File: src/rtl/depkt_pkg.sv
// Shared constants, channel-type encoding and FSM state types for the depacketizing router.
package depkt_pkg;

  localparam int unsigned PKT_W_DEF     = 35;
  localparam int unsigned ADDR_W_DEF    = 4;
  localparam int unsigned TYPE_W_DEF    = 2;
  localparam int unsigned NUM_CH_DEF    = 4;
  localparam int unsigned DEPTH_DEF     = 4;
  localparam int unsigned PAYLOAD_W_DEF = PKT_W_DEF - ADDR_W_DEF - TYPE_W_DEF;
  localparam int unsigned DROP_W        = 16;

  typedef enum logic [1:0] {
    CH_WEIGHT = 2'd0,
    CH_IFMAP  = 2'd1,
    CH_SPIKE  = 2'd2,
    CH_PSUM   = 2'd3
  } ch_type_e;

  typedef enum logic {
    IDLE  = 1'b0,
    ACKED = 1'b1
  } in_state_e;

  typedef enum logic [1:0] {
    O_IDLE = 2'd0,
    O_REQ  = 2'd1,
    O_RET  = 2'd2
  } out_state_e;

  // Saturating increment so the drop counter sticks at all-ones.
  function automatic logic [DROP_W-1:0] sat_inc(input logic [DROP_W-1:0] v);
    return (v == '1) ? v : v + DROP_W'(1);
  endfunction

endpackage

File: src/rtl/depkt_out_port.sv
// One output channel: payload FIFO, acknowledge synchronizer and 4-phase sender FSM.
module depkt_out_port
  import depkt_pkg::*;
#(
  parameter int unsigned PAYLOAD_W = PAYLOAD_W_DEF,
  parameter int unsigned DEPTH     = DEPTH_DEF
) (
  input  logic                 clk,
  input  logic                 rst_n,
  input  logic                 push_c,
  input  logic [PAYLOAD_W-1:0] push_data,
  output logic                 can_push_c,
  input  logic                 out_ack,
  output logic                 out_req,
  output logic [PAYLOAD_W-1:0] out_data
);

  localparam int unsigned PTR_W = $clog2(DEPTH);
  localparam int unsigned CNT_W = PTR_W + 1;

  logic [PAYLOAD_W-1:0] mem [DEPTH];
  logic [PTR_W-1:0]     wr_ptr;
  logic [PTR_W-1:0]     rd_ptr;
  logic [CNT_W-1:0]     count;
  logic                 ack_meta;
  logic                 ack_sync;
  out_state_e           state;
  logic                 staged;

  logic empty_c;
  logic full_c;
  logic pop_c;
  logic do_push_c;

  // A pop in this cycle frees the slot, so a full FIFO can still take a push.
  assign empty_c    = (count == '0);
  assign full_c     = (count == CNT_W'(DEPTH));
  assign pop_c      = (state == O_REQ) && ack_sync;
  assign can_push_c = !full_c || pop_c;
  assign do_push_c  = push_c && can_push_c;

  always_ff @(posedge clk or negedge rst_n) begin
    if (!rst_n) begin
      ack_meta <= 1'b0;
      ack_sync <= 1'b0;
    end else begin
      ack_meta <= out_ack;
      ack_sync <= ack_meta;
    end
  end

  always_ff @(posedge clk or negedge rst_n) begin
    if (!rst_n) begin
      wr_ptr <= '0;
      rd_ptr <= '0;
      count  <= '0;
    end else begin
      if (do_push_c) wr_ptr <= wr_ptr + PTR_W'(1);
      if (pop_c)     rd_ptr <= rd_ptr + PTR_W'(1);
      case ({do_push_c, pop_c})
        2'b10:   count <= count + CNT_W'(1);
        2'b01:   count <= count - CNT_W'(1);
        default: count <= count;
      endcase
    end
  end

  // Storage needs no reset; occupancy alone defines validity.
  always_ff @(posedge clk) begin
    if (do_push_c) mem[wr_ptr] <= push_data;
  end

  // Head is copied to out_data one cycle before out_req so data is set up first.
  always_ff @(posedge clk or negedge rst_n) begin
    if (!rst_n) begin
      state    <= O_IDLE;
      staged   <= 1'b0;
      out_req  <= 1'b0;
      out_data <= '0;
    end else begin
      case (state)
        O_IDLE: begin
          if (staged) begin
            out_req <= 1'b1;
            staged  <= 1'b0;
            state   <= O_REQ;
          end else if (!empty_c) begin
            out_data <= mem[rd_ptr];
            staged   <= 1'b1;
          end
        end
        O_REQ: begin
          if (ack_sync) begin
            out_req <= 1'b0;
            state   <= O_RET;
          end
        end
        O_RET: begin
          if (!ack_sync) state <= O_IDLE;
        end
        default: state <= O_IDLE;
      endcase
    end
  end

endmodule

File: src/rtl/depacket_router.sv
// Accepts 4-phase bundled-data packets, drops foreign or unknown-type ones, and
// queues payloads into per-type output channels with their own 4-phase senders.
module depacket_router
  import depkt_pkg::*;
#(
  parameter int unsigned PKT_W      = PKT_W_DEF,
  parameter int unsigned ADDR_W     = ADDR_W_DEF,
  parameter int unsigned TYPE_W     = TYPE_W_DEF,
  parameter int unsigned NUM_CH     = NUM_CH_DEF,
  parameter int unsigned DEPTH      = DEPTH_DEF,
  parameter int unsigned LOCAL_ADDR = 0
) (
  input  logic                                        clk,
  input  logic                                        reset_n,
  input  logic                                        in_req,
  output logic                                        in_ack,
  input  logic [PKT_W-1:0]                            in_data,
  output logic [NUM_CH-1:0]                           out_req,
  input  logic [NUM_CH-1:0]                           out_ack,
  output logic [NUM_CH*(PKT_W-ADDR_W-TYPE_W)-1:0]     out_data,
  output logic [DROP_W-1:0]                           drop_cnt
);

  localparam int unsigned PAYLOAD_W = PKT_W - ADDR_W - TYPE_W;

  logic       req_meta;
  logic       req_sync;
  in_state_e  state;

  logic [ADDR_W-1:0]    dest_f;
  logic [TYPE_W-1:0]    type_f;
  logic [PAYLOAD_W-1:0] payload_f;

  logic [NUM_CH-1:0] sel_c;
  logic [NUM_CH-1:0] push_c;
  logic [NUM_CH-1:0] can_push_c;
  logic              drop_c;
  logic              accept_c;

  assign dest_f    = in_data[PKT_W-1 -: ADDR_W];
  assign type_f    = in_data[PKT_W-ADDR_W-1 -: TYPE_W];
  assign payload_f = in_data[PAYLOAD_W-1:0];

  always_ff @(posedge clk or negedge reset_n) begin
    if (!reset_n) begin
      req_meta <= 1'b0;
      req_sync <= 1'b0;
    end else begin
      req_meta <= in_req;
      req_sync <= req_meta;
    end
  end

  // A type with no matching channel leaves sel_c empty and is dropped.
  always_comb begin
    sel_c = '0;
    for (int unsigned ch = 0; ch < NUM_CH; ch++) begin
      sel_c[ch] = (32'(type_f) == ch);
    end
  end

  assign drop_c   = (dest_f != ADDR_W'(LOCAL_ADDR)) || (sel_c == '0);
  assign accept_c = (state == IDLE) && req_sync && (drop_c || ((sel_c & can_push_c) != '0));
  assign push_c   = sel_c & {NUM_CH{accept_c && !drop_c}};

  always_ff @(posedge clk or negedge reset_n) begin
    if (!reset_n) begin
      state    <= IDLE;
      in_ack   <= 1'b0;
      drop_cnt <= '0;
    end else begin
      case (state)
        IDLE: begin
          if (accept_c) begin
            in_ack <= 1'b1;
            state  <= ACKED;
            if (drop_c) drop_cnt <= sat_inc(drop_cnt);
          end
        end
        ACKED: begin
          if (!req_sync) begin
            in_ack <= 1'b0;
            state  <= IDLE;
          end
        end
        default: state <= IDLE;
      endcase
    end
  end

  for (genvar g = 0; g < NUM_CH; g++) begin : g_port
    depkt_out_port #(
      .PAYLOAD_W (PAYLOAD_W),
      .DEPTH     (DEPTH)
    ) u_port (
      .clk        (clk),
      .rst_n      (reset_n),
      .push_c     (push_c[g]),
      .push_data  (payload_f),
      .can_push_c (can_push_c[g]),
      .out_ack    (out_ack[g]),
      .out_req    (out_req[g]),
      .out_data   (out_data[g*PAYLOAD_W +: PAYLOAD_W])
    );
  end

endmodule
File: config.mk
export PLATFORM = sky130hd
export DESIGN_NAME = depacket_router
export DESIGN_NICKNAME = d
export VERILOG_FILES = /design/src/rtl/depkt_pkg.sv /design/src/rtl/depkt_out_port.sv /design/src/rtl/depacket_router.sv
export SDC_FILE = /design/constraint.sdc
export NUM_CORES = 1
export LEC_CHECK = 0
export ABC_CLOCK_PERIOD_IN_PS = 3850
export BUFFER_PORTS_ARGS = -buffer_cell sky130_fd_sc_hd__buf_2
export CORE_MARGIN = 2
export CORE_UTILIZATION = 64
export CTS_CLUSTER_DIAMETER = 200
export DETAILED_ROUTE_END_ITERATION = 8
export PLACE_DENSITY = 0.84
export SLEW_MARGIN = 20
export SYNTH_ARGS = -nofsm -noshare
export SYNTH_HDL_FRONTEND = slang
export SYNTH_SLANG_ARGS = --single-unit
File: constraint.sdc
create_clock -name clk -period 3.85 [get_ports clk]
set_input_delay 0.385 -clock clk [delete_from_list [all_inputs] [get_ports clk]]
set_output_delay 0.385 -clock clk [all_outputs]
set_load 0.01 [all_outputs]
==> results of run 1 <==
==> flip-flops by register name, indices dropped and copies added (netlist names) <==
name and cells:
g_port.u_port.ack_meta 4, g_port.u_port.count 12, g_port.u_port.mem 464, g_port.u_port.out_req 4, g_port.u_port.rd_ptr 8, drop_cnt 16, in_ack 1, g_port.u_port.state 8
g_port.u_port.ack_sync 4, g_port.u_port.staged 4, req_meta 1, state 1, req_sync 1, g_port.u_port.out_data 116, g_port.u_port.wr_ptr 8
==> cells in the final DEF (no fill, tap or decap), types with 2 or more instances in the layout <==
cell           synthesis  routed
edfxtp_1             464     464
dfrtp_1              188     184
buf_2                 24     177
mux2_2               118     118
mux4_2               116     116
clkbuf_16              0      61
inv_1                 36      36
xnor2_1               25      25
nor2_1                23      23
ha_1                  21      21
nand2_1               18      18
and2_2                 0      16
xor2_1                16      16
o21ai_0               16      16
clkbuf_1              13      16
clkinv_2               0      15
buf_4                  4      14
nor3_1                 9       9
mux2i_1                7       7
clkinv_1               0       7
clkbuf_8               0       7
nand3_1                6       6
a21oi_1                6       6
bufinv_16              0       6
dlygate4sd3_1          0       6
nor4_2                 1       5
nand2b_1               5       5
nand3b_1               4       4
nand4_1                4       4
fa_1                   4       4
dfrtp_2                0       3
and3b_1                2       2
a31oi_1                2       2
nor4_1                 6       2
and3_1                 2       2
clkinv_8               0       2
buf_12                 0       2
==> through the flow <==
step	area [um^2]	std cells	setup WS (ns)	hold WS, ns	util [%]
global route	28100	1959	0.910	0.125	74.6
global placement	26000	1837	0.983	0.336	69.1
finish	28100	1960	0.950	0.128	74.6
floorplan	24500	1174	1.32	0.0894	-
detailed placement	26000	1837	0.866	0.346	69.1
CTS	28100	1959	1.03	0.117	74.6
==> Yosys cell counts (7+ instances only) <==
cell | n | area share [%]
nand2_1 | 18 | 0.28
ha_1 | 21 | 1.1
mux2_2 | 118 | 5.4
xor2_1 | 16 | 0.57
dfrtp_1 | 188 | 19
clkbuf_1 | 13 | 0.20
and2_1 | 16 | 0.41
buf_2 | 24 | 0.49
edfxtp_1 | 464 | 57
nor2_1 | 23 | 0.35
o21ai_0 | 16 | 0.33
mux4_2 | 116 | 11
xnor2_1 | 25 | 0.89
mux2i_1 | 7 | 0.29
nor3_1 | 9 | 0.18
inv_1 | 36 | 0.55
==> report_power, final <==
group | internal [mW] | leakage, nW | switching (mW) | total [mW]
clock network | 3.45 | 0.991 | 2.62 | 6.07
logic | 2.95 | 2.82 | 2.81 | 5.76
registers | 8.45 | 6.38 | 1.08 | 9.53
==> final cells by class <==
cell class	instances	area, um^2	share of cell area [%]
sequential	652	18600	66.4
timing repair buffer	200	1100	3.93
tap	511	639	2.28
clock buffer	83	1670	5.94
inverter	36	135	0.481
clock inverter	33	339	1.21
multi-input combinational	444	5560	19.8
antenna	1	2.50	0.00891
==> layer usage <==
layer  wire, um  track usage [%]  up-vias  part of all wire, %
met1      21800             42.6     6547                   37
li1           -                -     5041                    -
met5         23                0        -                0.039
met3       5610             6.28      172                  9.5
met4       2120             10.8        4                  3.6
met2      29800             50.9      895                   50
==> kinds of logic (layout without fill, tap and decap cells) <==
kind of cell | after synthesis | in the layout
xor gates and xnor gates | 41 | 41
adders and majority gates | 25 | 25
muxes | 242 | 242
AOI/OAI and AO/OA | 27 | 27
buffers and inverters | 78 | 352
other | 0 | 1
DFF | 652 | 652
and+or+nand+nor | 109 | 109
==> what timing repair did <==
item	CTS	global route
endpoints found under the setup margin	0	0
hold endpoints to repair	92	0
hold buffers	6	0
resized for setup	0	0
==> worst paths after layout <==
path | slack [ns] | startpoint | to | cells after the start
worst max-delay path | 0.95 | g_port[2].u_port.state[1] | g_port[2].u_port.count[2] | 11
worst min-delay path | 0.13 | in_data[20] | g_port[3].u_port.mem[2][20] | 1
worst max register to register | 0.95 | g_port[2].u_port.state[1] | g_port[2].u_port.count[2] | 11
worst min register to register | 0.35 | g_port[0].u_port.ack_meta | g_port[0].u_port.ack_sync | 0
max in group asynchronous | 2.64 | reset_n | g_port[0].u_port.staged | 3
min in group asynchronous | 0.42 | reset_n | g_port[3].u_port.out_data[11] | 2
==> flow_metrics.tcl, run 1 <==
set metrics [dict create \
    synth-edff-count 464 \
    grt_pass1_vias 13200 \
    via_count 12700 \
    crit_chain "nand3b_1 > nand4_1 > nand2_1 > nor3_2 > inv_1 > ha_1 > inv_1 > fa_1 > xor2_1 > nor2_1 > xor2_1" \
    critPathLaunchType "flop" \
    synth-compound-area-share_pct 0.608 \
    finalCritPeriodShare_pct 75.3 \
    fillers 1996 \
    synth_xor_area_share_pct 1.47 \
    cts_root_buffer "clkbuf_16" \
    avgSynthCellArea_um2 20.9 \
    first_pass_iters 5 \
    die_h_um 200 \
    die-area_um2 39900 \
    synth_cell_types 46 \
    slew-limit-headroom_pct 32.2 \
    hold_viol_final 0 \
    portBuffers 178 \
    final_antenna_net_count 0 \
    p_leak_nw 10.2 \
    grt_overflow 0 \
    clk_pin_slew_ns 0.08 \
    tightest_slew_ns 1.02 \
    grt_max_degree 91 \
    hpwl_mm 32.5 \
    grtUsageTotal_pct 31.1 \
    slowest_delay_ns 0.48 \
    synthAdderAreaFrac_pct 1.40 \
    avgRoutedWirePerCell_um 30.3 \
    synth_mux_area_share_pct 16.4 \
    antenna_found_initial 3 \
    final_nets 1462 \
    h-tree-depth 2 \
    synth.net_count 1241 \
    worst_clock_skew_ns 0.0383 \
    synth_flop_cell "edfxtp_1" \
    powerDensity_nw_per_um2 760 \
    io_pins 179 \
    ir_worst_vdd_mv 0.527 \
    outcome "finished clean" \
    numCtsBuffers 61 \
    synth_top_family_by_area "multiplexers" \
    synth-simple-area-share_pct 2.60 \
    fin_setup_tns_ns 0 \
    end_kind "flop" \
    grt_setup_unrepaired "no" \
    cts_setup_buffers 0 \
    vias_per_cell 6.46 \
    cpLargestDelayFamily "simple AND/OR/NAND/NOR gates" \
    drtIter0Drc 1453 \
    clock-sinks 652 \
    start_util_pct 65.0 \
    setup_viol 0 \
    crit_type "reg2reg" \
    min_path_type "in2reg" \
    drv_slew 0 \
    synthArstFlopShare_pct 28.8 \
    worstPathArrival_ns 3.38 \
    route.detailed.drc 0 \
    coreArea_um2 37700 \
    die_x_um 200 \
    path_buf_inv 2 \
    synth_cells 1174 \
    clockBufferDepth 3 \
    cap_viol_max_count 0 \
    grt_pass1_wl_mm 87.7 \
    cts_tree "done" \
    area_delta_synth_final_pct 14.7 \
    fmax_mhz 345 \
    synth_seq_cells 652 \
    crit_fanout 7 \
    yosysWarnings 0 \
    ys_seq_area_share_pct 76.1 \
    layout-drive-gt1-share_pct 38.3 \
    routed_wirelength_mm 59.3 \
    critPathSlowestCell "nor3_2" \
    layout_min_cycle_time_ns 2.90 \
    cp_data_required_time_ns 4.33 \
    gp_congestion 0.772 \
    clk_latency_ns 0.64 \
    placementRows 71 \
    synth_area_um2 24500 \
    finalPower_mw 21.4 \
]
Note: power is estimated with default switching activity, not from simulation.
==> run 2, diff against run 1 <==
--- a/config.mk
+++ b/config.mk
@@ -5,13 +5,13 @@
 export SDC_FILE = /design/constraint.sdc
 export NUM_CORES = 1
 export LEC_CHECK = 0
-export ABC_CLOCK_PERIOD_IN_PS = 3850
+export ABC_CLOCK_PERIOD_IN_PS = 2700
 export BUFFER_PORTS_ARGS = -buffer_cell sky130_fd_sc_hd__buf_2
 export CORE_MARGIN = 2
-export CORE_UTILIZATION = 64
+export CORE_UTILIZATION = 60
 export CTS_CLUSTER_DIAMETER = 200
 export DETAILED_ROUTE_END_ITERATION = 8
-export PLACE_DENSITY = 0.84
+export PLACE_DENSITY = 0.79
 export SLEW_MARGIN = 20
 export SYNTH_ARGS = -nofsm -noshare
 export SYNTH_HDL_FRONTEND = slang
==> constraint.sdc (replaced) <==
create_clock -name clk -period 2.7 [get_ports clk]
set_input_delay 0.27 -clock clk [delete_from_list [all_inputs] [get_ports clk]]
set_output_delay 0.27 -clock clk [all_outputs]
set_load 0.01 [all_outputs]
==> flow_metrics.tcl, run 2 (synthesized netlist as in run 1, its figures left out) <==
set metrics [dict create \
    outcome "finished clean" \
    avgRoutedWirePerCell_um 26.8 \
    dpl_worst_slack_ns 0.296 \
    layout_min_cycle_time_ns 2.37 \
    powerDensity_nw_per_um2 1060 \
    clk_latency_ns 0.59 \
    cp_data_required_time_ns 3.19 \
    numCtsBuffers 66 \
    setup_viol 0 \
    worst_clock_skew_ns 0.0332 \
    drv_slew 0 \
    vias_per_cell 5.95 \
    die_x_um 206 \
    start_util_pct 60.4 \
    r2r_start "g_port[0].u_port.state[1]" \
    hpwl_mm 34.1 \
    grt_setup_unrepaired "no" \
    layout-drive-gt1-share_pct 39.7 \
    path_buf_inv 2 \
    final_nets 1498 \
    min_path_type "in2reg" \
    place_area_um2 26500 \
    via_count 12000 \
    largest_register_ffs 464 \
    regMostFlops "g_port.u_port.mem" \
    grt_max_degree 63 \
    clk_pin_slew_ns 0.06 \
    crit_chain "and3b_1 > nor4b_2 > nor4_2 > inv_1 > ha_1 > inv_1 > fa_1 > xor2_1 > nor2_1 > xor2_1" \
    grt_pass1_wl_mm 80.1 \
    grtUsageTotal_pct 26.4 \
    cts_resized 0 \
    crit_type "reg2reg" \
    whs_ns 0.0906 \
    holdBufCountCts 6 \
    critPathLaunchType "flop" \
    clock-sinks 652 \
    end_kind "flop" \
    slew-limit-headroom_pct 56.2 \
    tightest_slew_ns 0.652 \
    cts_setup_buffers 0 \
    h-tree-depth 3 \
    die-area_um2 42500 \
    dp_cells 1889 \
    worst_slack_ns 0.330 \
    final_antenna_net_count 0 \
    crit_start "g_port[0].u_port.state[1]" \
    crit_fanout 7 \
    cpLargestDelayFamily "simple AND/OR/NAND/NOR gates" \
    finalCritPeriodShare_pct 87.8 \
    finalNonFillerCells 2014 \
    fmax_mhz 422 \
    portBuffers 178 \
    route.detailed.drc 0 \
    die_h_um 206 \
    placementRows 74 \
    routed_wirelength_mm 53.9 \
    p_leak_nw 10.4 \
    ir_worst_vdd_mv 0.728 \
    stdcell_area_um2 28600 \
    cts_tree "done" \
    n_antenna_cell 0 \
    drtIter0Drc 943 \
    first_pass_iters 5 \
    final_common_cell "edfxtp_1" \
    critPathSlowestCell "dfrtp_1" \
    slowest_delay_ns 0.46 \
    cts_root_buffer "clkbuf_16" \
    io_pins 179 \
    grt_pass1_vias 12400 \
    fin_setup_tns_ns 0 \
    worstHoldStart "in_data[2]" \
    fillers 2376 \
    grt_overflow 0 \
    gp_congestion 0.794 \
    worstPathArrival_ns 2.86 \
    final_cell_mix "edfxtp_1, dfrtp_1, buf_2, mux2_2, mux4_2" \
    top_regs "g_port.u_port.mem x464, g_port.u_port.out_data x116, drop_cnt x16" \
    clockBufferDepth 3 \
    coreArea_um2 40600 \
    area_delta_synth_final_pct 16.8 \
    cap_viol_max_count 0 \
    antenna_found_initial 2 \
    hold_viol_final 0 \
]
run 2: final cells by class:
cell class	count	area [um^2]	share of cell area [%]
clock inverter	33	244	0.852
inverter	36	135	0.472
tap	532	666	2.33
clock buffer	86	1860	6.50
timing repair buffer	231	1510	5.29
sequential	652	18600	65.1
multi-input combinational	444	5560	19.4
run 2: worst reg2reg max path, cell delays in order, from the launching register on:
cell and delay, ns:
dfrtp_1 0.46, and3b_1 0.27, nor4b_2 0.30, nor4_2 0.09, inv_1 0.07, ha_1 0.19
inv_1 0.07, fa_1 0.37, xor2_1 0.16, nor2_1 0.12, xor2_1 0.19
run 2: worst paths after layout:
path / cells past startpoint / slack (ns) / to
min in group asynchronous: 2 / 0.20 / g_port[1].u_port.out_data[22]
hold reg to reg: 0 / 0.35 / g_port[1].u_port.ack_sync
setup reg to reg: 10 / 0.33 / g_port[0].u_port.count[2]
max in group asynchronous: 3 / 1.68 / g_port[0].u_port.out_data[8]
setup / recovery: 10 / 0.33 / g_port[0].u_port.count[2]
hold / removal: 1 / 0.09 / g_port[0].u_port.mem[2][2]
run 2: per-layer routing:
layer  share of wire [%]  track usage, %  wire (um)  up-vias
met3                 6.3            4.97       3410      111
li1                    -               -          -     5112
met1                  39            35.4      21100     6298
met4                 3.7            10.7       1980        4
met2                  51            43.5      27400      460
met5               0.046               0         25        -
run 2: through the flow:
step           util, %  power [mW]
2_1_floorplan        -        18.6
3_3_place_gp      65.2        21.6
3_5_place_dp      65.2        21.9
4_1_cts           70.6        30.7
5_1_grt           70.6        31.7
6_report          70.6        30.4
run 2: report_power, final:
| group | internal (mW) | switching (mW) |
|---|---|---|
| Clock | 5.15 | 3.67 |
| Combinational | 4.30 | 4.18 |
| Sequential | 12.1 | 1.05 |
| Total | 21.5 | 8.91 |
==> run 3, diff against run 2 <==
--- a/config.mk
+++ b/config.mk
@@ -5,11 +5,13 @@
 export SDC_FILE = /design/constraint.sdc
 export NUM_CORES = 1
 export LEC_CHECK = 0
+export ABC_AREA = 1
 export ABC_CLOCK_PERIOD_IN_PS = 2700
 export BUFFER_PORTS_ARGS = -buffer_cell sky130_fd_sc_hd__buf_2
 export CORE_MARGIN = 2
 export CORE_UTILIZATION = 60
 export CTS_CLUSTER_DIAMETER = 200
+export CTS_CLUSTER_SIZE = 8
 export DETAILED_ROUTE_END_ITERATION = 8
 export PLACE_DENSITY = 0.79
 export SLEW_MARGIN = 20
==> flow_metrics.tcl, run 3 <==
set metrics [dict create \
    synth_cells 1806 \
    r2r_cells 12 \
    routed_wirelength_mm 58.8 \
    largest_register_ffs 464 \
    layout-drive-gt1-share_pct 23.1 \
    via_count 15700 \
    cap_viol_max_count 0 \
    end_kind "flop" \
    die-area_um2 43500 \
    yosys-top-cells-count "edfxtp_1, nor2_1, o21ai_0" \
    synthArstFlopShare_pct 28.8 \
    final_common_cell "edfxtp_1" \
    clock-sinks 652 \
    synth_flop_cell "edfxtp_1" \
    antenna_found_initial 0 \
    p_leak_nw 11.1 \
    yosysWarnings 0 \
    worstPathArrival_ns 2.97 \
    layout_min_cycle_time_ns 2.49 \
    path_depth 12 \
    finalPower_mw 32.8 \
    crit_chain "inv_1 > nand3_2 > nand3_1 > nand2_1 > nand4_1 > nand4_2 > ha_1 > inv_1 > fa_1 > a21oi_1 > o21ai_0 > xor2_1" \
    grt_max_degree 69 \
    finalNonFillerCells 2653 \
    numCtsBuffers 91 \
    gp_congestion 0.817 \
    yosys.area.top_type "edfxtp_1" \
    synth_seq_cells 652 \
    coreArea_um2 41100 \
    vias_per_cell 5.92 \
    portBuffers 178 \
    synth-edff-count 464 \
    worst_clock_skew_ns 0.0198 \
    die_h_um 209 \
    grt_overflow 0 \
    hpwl_mm 34.4 \
    drv_slew 0 \
    first_pass_iters 7 \
    dpl_worst_slack_ns 0.257 \
    tightest_slew_ns 0.878 \
    final_cell_mix "edfxtp_1, nor2_1, o21ai_0, dfrtp_1, buf_2" \
    hold_viol_final 0 \
    cpLargestDelayFamily "simple AND/OR/NAND/NOR gates" \
    synth.net_count 1873 \
    slowest_delay_ns 0.40 \
    start_util_pct 61.1 \
    whs_ns 0.0331 \
    final_antenna_net_count 0 \
    ys_seq_area_share_pct 74.2 \
    route.detailed.drc 0 \
    clockBufferDepth 3 \
    critPathLaunchType "flop" \
    holdPathStages 4 \
    cts_root_buffer "clkbuf_16" \
    grtUsageTotal_pct 27.4 \
    setup_viol 0 \
    finalCritPeriodShare_pct 92.2 \
    crit_fanout 5 \
    synth_area_um2 25100 \
    critPathSlowestCell "dfrtp_1" \
    path_buf_inv 2 \
    top_regs "g_port.u_port.mem x464, g_port.u_port.out_data x116, drop_cnt x16" \
    grt_pass1_wl_mm 90.3 \
    slew-limit-headroom_pct 41.4 \
    cts_setup_buffers 0 \
    outcome "finished clean" \
    cts_tree "done" \
    final_nets 2114 \
    reg2reg_slack_ns 0.21 \
    ir_worst_vdd_mv 0.603 \
    drtIter0Drc 1833 \
    die_x_um 209 \
    synth_cell_types 31 \
    h-tree-depth 3 \
    area_delta_synth_final_pct 17.7 \
    utilization_pct 71.9 \
    avgRoutedWirePerCell_um 22.2 \
    n_antenna_cell 0 \
    grt_setup_unrepaired "no" \
    synth_top_area_share_pct 55.5 \
    yosys.cell_count.top_type "edfxtp_1" \
    worst_slack_ns 0.209 \
    regMostFlops "g_port.u_port.mem" \
    clk_latency_ns 0.62 \
    min_path_type "in2reg" \
    clk_pin_slew_ns 0.05 \
    synth.area.top_cells "edfxtp_1, dfrtp_1, mux2_2" \
    crit_path_frequent_cell "inv_1" \
    powerDensity_nw_per_um2 1110 \
    avgSynthCellArea_um2 13.9 \
    grt_pass1_vias 15900 \
    cp_data_required_time_ns 3.18 \
    crit_type "reg2reg" \
    io_pins 179 \
    fmax_mhz 402 \
    placementRows 74 \
    dp_cells 2479 \
    fillers 2554 \
]
-- run 3: area by class of cell --
type	count	area, um^2	share of cell area [%]
clock buffer	162	2590	8.75
clock inverter	5	87.6	0.296
inverter	78	293	0.990
multi-input combinational	983	5840	19.7
sequential	652	18600	63.0
tap	532	666	2.25
timing repair buffer	241	1450	4.91
-- run 3: routing by layer --
layer	part of all wire [%]	global-route usage (%)	wire [um]
met2	50	45.1	29300
met5	0	0	0
met1	39	36.6	22700
met4	3.7	12.0	2170
met3	7.8	4.34	4600
-- run 3: report_power, final --
group	switching [mW]	leakage (nW)	internal, mW
clock	4.09	1.27	6.52
sequential	0.767	6.39	12.1
combinational	5.64	3.48	3.72
-- run 3: metrics by stage --
step	TNS (ns)	instance area (um^2)
floorplan	-12.37	25100
global placement	0	26800
detailed placement	0	26800
CTS	0	29600
global route	0	29600
finish	0	29600
-- run 3: repair_timing --
action	in CTS	in global routing
resized for setup	0	0
hold buffers	7	0
endpoints found under the hold margin	71	0
-- run 3: worst register-to-register path: stages, from the launching register on --
cell	delay, ns
dfrtp_1	0.40
inv_1	0.09
nand3_2	0.14
nand3_1	0.14
nand2_1	0.19
nand4_1	0.19
nand4_2	0.13
ha_1	0.15
inv_1	0.07
fa_1	0.39
a21oi_1	0.17
o21ai_0	0.13
xor2_1	0.16
-- run 3: path summary, 6_finish.rpt --
| check | start | to |
|---|---|---|
| max in group asynchronous | reset_n | g_port[2].u_port.out_data[7] |
| setup reg to reg | g_port[3].u_port.state[1] | g_port[0].u_port.count[2] |
| setup / recovery | g_port[3].u_port.state[1] | g_port[0].u_port.count[2] |
| hold / removal | in_data[30] | g_port[1].u_port.wr_ptr[0] |
| hold reg to reg | g_port[0].u_port.ack_meta | g_port[0].u_port.ack_sync |
| min in group asynchronous | reset_n | g_port[1].u_port.out_data[17] |
-- run 3: logic make-up (layout without fill, tap and decap cells) --
kind of cell	after synthesis	count (layout)	share of synthesized area, %
xor+xnor	29	29	1.01
buf+inv	171	486	2.73
simple gates	433	433	7.36
compound gates	380	380	8.15
flops	652	652	74.2
mux	116	116	5.20
fa+ha+maj	25	25	1.36
